$ cat src/rtl/timer_peripheral_pkg.sv
// Shared constants for the memory-mapped timer peripheral.
// Register word offsets (Address[4:2]) and TCON bit positions.
package timer_peripheral_pkg;

  localparam logic [2:0] OFF_TH   = 3'd0;
  localparam logic [2:0] OFF_TL   = 3'd1;
  localparam logic [2:0] OFF_TCON = 3'd2;
  localparam logic [2:0] OFF_LED  = 3'd3;
  localparam logic [2:0] OFF_SW   = 3'd4;
  localparam logic [2:0] OFF_DIGI = 3'd5;
  localparam logic [2:0] OFF_TICK = 3'd6;

  localparam int TCON_EN = 0;
  localparam int TCON_IE = 1;
  localparam int TCON_ST = 2;

  localparam logic [31:0] TL_MAX = 32'hFFFF_FFFF;

endpackage

$ cat src/rtl/timer_peripheral_core.sv
// Reloadable 32-bit timer: TH/TL/TCON, overflow reload and IRQ level.
// CPU writes take priority over hardware updates of the same register.
module timer_peripheral_core
  import timer_peripheral_pkg::*;
(
  input  logic        clk,
  input  logic        rst_n,
  input  logic        th_we_i,
  input  logic        tl_we_i,
  input  logic        tcon_we_i,
  input  logic [31:0] wdata_i,
  output logic [31:0] th_o,
  output logic [31:0] tl_o,
  output logic [2:0]  tcon_o,
  output logic        irq_o
);

  logic [31:0] th_q, th_d;
  logic [31:0] tl_q, tl_d;
  logic [2:0]  tcon_q, tcon_d;

  always_comb begin
    th_d   = th_q;
    tl_d   = tl_q;
    tcon_d = tcon_q;
    // A TL store suppresses both the count and the overflow side effects
    if (tcon_q[TCON_EN] && !tl_we_i) begin
      if (tl_q == TL_MAX) begin
        tl_d = th_q;
        if (tcon_q[TCON_IE]) tcon_d[TCON_ST] = 1'b1;
      end else begin
        tl_d = tl_q + 32'd1;
      end
    end
    if (th_we_i)   th_d   = wdata_i;
    if (tl_we_i)   tl_d   = wdata_i;
    if (tcon_we_i) tcon_d = wdata_i[2:0];
  end

  always_ff @(posedge clk or negedge rst_n) begin
    if (!rst_n) begin
      th_q   <= '0;
      tl_q   <= '0;
      tcon_q <= '0;
    end else begin
      th_q   <= th_d;
      tl_q   <= tl_d;
      tcon_q <= tcon_d;
    end
  end

  assign th_o   = th_q;
  assign tl_o   = tl_q;
  assign tcon_o = tcon_q;
  assign irq_o  = tcon_q[TCON_IE] & tcon_q[TCON_ST];

endmodule

$ cat src/rtl/timer_peripheral.sv
// Bus-mapped timer, LED/switch/7-segment registers and SYSTICK.
// Decodes a 32-byte window at BASE_ADDR; reads are combinational.
module timer_peripheral
  import timer_peripheral_pkg::*;
#(
  parameter logic [31:0] BASE_ADDR = 32'h4000_0000,
  parameter int          LED_W     = 8,
  parameter int          SW_W      = 8
) (
  input  logic             clk,
  input  logic             reset,
  input  logic [31:0]      Address,
  input  logic [31:0]      WriteData,
  input  logic             MemRd,
  input  logic             MemWr,
  output logic [31:0]      ReadData,
  output logic [LED_W-1:0] led,
  input  logic [SW_W-1:0]  switch,
  output logic [11:0]      digi,
  output logic             IRQ
);

  logic        hit;
  logic [2:0]  off;
  logic        we;
  logic        unused_addr;
  logic [31:0] th, tl;
  logic [2:0]  tcon;

  logic [LED_W-1:0] led_q, led_d;
  logic [11:0]      digi_q, digi_d;
  logic [31:0]      tick_q, tick_d;

  assign hit = (Address[31:5] == BASE_ADDR[31:5]);
  assign off = Address[4:2];
  assign we  = MemWr && hit;
  assign unused_addr = ^Address[1:0];

  timer_peripheral_core u_core (
    .clk       (clk),
    .rst_n     (reset),
    .th_we_i   (we && off == OFF_TH),
    .tl_we_i   (we && off == OFF_TL),
    .tcon_we_i (we && off == OFF_TCON),
    .wdata_i   (WriteData),
    .th_o      (th),
    .tl_o      (tl),
    .tcon_o    (tcon),
    .irq_o     (IRQ)
  );

  always_comb begin
    led_d  = led_q;
    digi_d = digi_q;
    tick_d = tick_q + 32'd1;
    if (we && off == OFF_LED)  led_d  = WriteData[LED_W-1:0];
    if (we && off == OFF_DIGI) digi_d = WriteData[11:0];
  end

  always_ff @(posedge clk or negedge reset) begin
    if (!reset) begin
      led_q  <= '0;
      digi_q <= '0;
      tick_q <= '0;
    end else begin
      led_q  <= led_d;
      digi_q <= digi_d;
      tick_q <= tick_d;
    end
  end

  always_comb begin
    ReadData = '0;
    if (MemRd && hit) begin
      unique case (off)
        OFF_TH:   ReadData = th;
        OFF_TL:   ReadData = tl;
        OFF_TCON: ReadData = {29'd0, tcon};
        OFF_LED:  ReadData = {{(32-LED_W){1'b0}}, led_q};
        OFF_SW:   ReadData = {{(32-SW_W){1'b0}}, switch};
        OFF_DIGI: ReadData = {20'd0, digi_q};
        OFF_TICK: ReadData = tick_q;
        default:  ReadData = '0;
      endcase
    end
  end

  assign led  = led_q;
  assign digi = digi_q;

endmodule

$ cat config.mk
export PLATFORM = sky130hd
export DESIGN_NAME = timer_peripheral
export DESIGN_NICKNAME = d
export VERILOG_FILES = /design/src/rtl/timer_peripheral_pkg.sv /design/src/rtl/timer_peripheral_core.sv /design/src/rtl/timer_peripheral.sv
export SDC_FILE = /design/constraint.sdc
export NUM_CORES = 1
export LEC_CHECK = 0
export BUFFER_PORTS_ARGS = -buffer_cell sky130_fd_sc_hd__clkbuf_2
export CORE_MARGIN = 8
export CORE_UTILIZATION = 46
export DETAILED_ROUTE_END_ITERATION = 16
export PLACE_DENSITY = 0.68
export SETUP_SLACK_MARGIN = 0.2
export SYNTH_ARGS = -nofsm -noshare
export SYNTH_HDL_FRONTEND = slang
export SYNTH_SLANG_ARGS = --single-unit
$ cat constraint.sdc
create_clock -name clk -period 4.6 [get_ports clk]
set_clock_uncertainty 0.15 [all_clocks]
set_input_delay 0.92 -clock clk [delete_from_list [all_inputs] [get_ports clk]]
set_output_delay 0.92 -clock clk [all_outputs]
set_load 0.01 [all_outputs]
==> reports/results.ini <==
[floorplan]
die_area_mm2=0.0191
rows=44
start_util_pct=47.2
ios=129
dieWidth_um=138
core_region_area_mm2=0.0145
die_h_um=138

[route]
wl_per_cell_um=20.9
first_iter_violations=574
viasPerCell=6.09
antenna_left=0
routed_wl_um=20900
vias=6068
drc_errors=0
dr.pass1.iters=5

[logic_synthesis]
synth_async_sr_flop_share_pct=100
synth_top_area_share_pct=43.5
ys_seq_area_share_pct=43.5
synthTopCellsByArea=dfrtp_1, mux2_2, nor2_1
ys.flop_type=dfrtp_1
netlist_area_mm2=0.00685
syn_nets=762
synth_edf_count=0
synth.most_common_cell=dfrtp_1
syn_area_per_cell_um2=10.0
synth_warnings=0
synth-seq-cells=119
yosys-top-cells-count=dfrtp_1, mux2_2, nor2_1, nand2_1, nand3_1
yosysTopAreaCell=dfrtp_1
ys_types=53
netlist_instances=684

[placed_design]
io_buffers=126
place_congestion=0.861
pre_cts_slack_ps=836
place_hpwl_um=14900

[global_routing]
overflow=0
grt_max_degree=62
grt_pass1_vias=6347
grt_antenna_before_repair=0
track_usage_pct=21.8
grt_pass1_wl_um=33700

[min_path]
hold_path.class=flop to flop
worstHoldPathCells=1
hold_path_end=tick_q[31]
hp-start=tick_q[31]

[pwr]
p_leak_nw=3.83
pwr-share-clk_pct=52.4
p_total_w=0.00249
p_per_area_mw_per_mm2=302
ir_drop_v=0.000273
power_frac_seq_pct=42.2
p_sw_share_pct=22.1
combPwrFrac_pct=5.5
p_switching_w=0.000550
p_int_w=0.00194

[worst_setup_path]
worstSetupPathType=primary input to primary output
critPathRequiredTime_ps=3530
r2r-start=u_core.tl_o[11]
end_kind=primary output
cp_max_fo=27
r2r_cells=6
ff2ff_setup_slack_ps=1620
start_kind=primary input
critical_path_arrival_ps=2710
r2r_end=u_core.tl_o[26]

[flow_run]
drv_cap=0

[final_layout]
area_delta_synth_final_pct=20.0
antenna_cells=0
nets=878
utilization_pct=56.6
drive_above_1_share_pct=33.1

[clock_tree]
cts_tree=built
holdBufCountCts=0
cts_sinks=119
root_buffer=clkbuf_16
numCtsBuffers=17
cts.htree.levels=4
clk_pin_slew_ps=50
clk_path_buf_depth=2
post_cts_resized=0
insertion_delay_ps=420
postCtsSetupBuffers=0

[timing]
worstMarginPinSlew_ps=843
timing_hold_violations_final=0
finalCritPeriodShare_pct=82.2
setup_violations=0
rsz0062_at_grt=false
slew_headroom_pct=43.6
tns_ps=0
period_minus_slack_ps=3780
finalMaxSlewViolations=0
fmax_mhz=264
layout_setup_ws_ps=818

[status]
outcome=finished, final reports clean

[cells by family after synthesis]
logic type / count (synthesis) / share of synthesized area [%]
multiplexers: 96 / 16.1
XOR/XNOR: 40 / 5.11
AND/OR/NAND/NOR: 240 / 18.2
adder cells (fa/ha/maj): 2 / 0.365
flip-flops: 119 / 43.5
AO/OA/AOI/OAI: 139 / 13.7
buffers and inverters: 48 / 3.03
[how the worst max path moves through the flow]
stage                     slack (ps)       start           end  cells past startpoint
after CTS                        840  Address[2]   ReadData[6]                      7
final                            820  Address[2]   ReadData[6]                      7
after floorplan                 1170  Address[4]  ReadData[14]                      7
after global placement           860  Address[2]   ReadData[6]                      7
after global routing             650  Address[2]   ReadData[6]                      7
after detailed placement         840  Address[2]   ReadData[6]                      7
[area by class of cell]
type,count,area (um2)
clock buffer,23,478
clock inverter,9,98.8
timing repair buffer,139,743
inverter,6,22.5
multi-input combinational,517,3680
tap,184,230
fill,1321,6310
sequential,119,2980
[layout by cell type (no fill, tap or decap), types with 4 or more instances in the layout]
| cell | netlist | routed |
|---|---|---|
| clkbuf_2 | 0 | 125 |
| dfrtp_1 | 119 | 119 |
| mux2_2 | 82 | 82 |
| nor2_1 | 68 | 67 |
| nand2_1 | 45 | 45 |
| nand3_1 | 37 | 37 |
| a21oi_1 | 32 | 32 |
| a22oi_1 | 30 | 30 |
| xnor2_1 | 27 | 27 |
| and3_1 | 19 | 19 |
| o21ai_0 | 17 | 17 |
| clkbuf_16 | 0 | 17 |
| nand4_1 | 16 | 16 |
| xor2_1 | 13 | 13 |
| buf_4 | 4 | 13 |
| a211oi_1 | 12 | 12 |
| mux2i_1 | 11 | 11 |
| nor3_1 | 10 | 10 |
| a31oi_1 | 10 | 10 |
| nor4_1 | 10 | 9 |
| a21o_1 | 9 | 9 |
| and4_1 | 7 | 7 |
| or3_1 | 7 | 7 |
| o211ai_1 | 7 | 7 |
| inv_1 | 6 | 6 |
| clkinv_2 | 0 | 6 |
| nor2b_1 | 5 | 5 |
| and2_1 | 4 | 4 |
| o221a_2 | 4 | 4 |
[stage by stage]
| stage | hold slack, ps | area, um2 | instances |
|---|---|---|---|
| 6_report | 332 | 8230 | 997 |
| 2_1_floorplan | 281 | 6850 | 684 |
| 5_1_grt | 363 | 8230 | 997 |
| 3_5_place_dp | 321 | 7650 | 965 |
| 3_3_place_gp | 317 | 7650 | 965 |
| 4_1_cts | 332 | 8230 | 997 |
[metal layers]
layer	global-route usage, %	up-vias	wire length, um
li1	-	2771	-
met1	25.9	3024	8520
met2	36.2	228	10400
met3	5.58	45	1230
met4	10.3	0	720
met5	0	-	0
[power groups by stage]
| stage | logic (W) | registers, W | clock network (W) |
|---|---|---|---|
| after floorplan | 0.0000539 | 0.00107 | 0 |
| after global placement | 0.000133 | 0.00107 | 0 |
| after detailed placement | 0.000135 | 0.00107 | 0 |
| after CTS | 0.000136 | 0.00105 | 0.00132 |
| after global routing | 0.000149 | 0.00105 | 0.00137 |
| final | 0.000136 | 0.00105 | 0.00130 |
[critical path, cell delays in order]
cell and delay [ps]:
clkbuf_2 520, nor2b_1 590, a22oi_1 130, a21oi_1 210, a31oi_1 60, nor2_1 120, clkbuf_2 150
[flip-flops by register name, summed over array words and instances, names as in the netlist]
name           cells
u_core.th_o       32
u_core.tl_o       32
digi              12
led                8
u_core.tcon_o      3
tick_q            32
No activity file was read; power rests on OpenSTA's default activity.
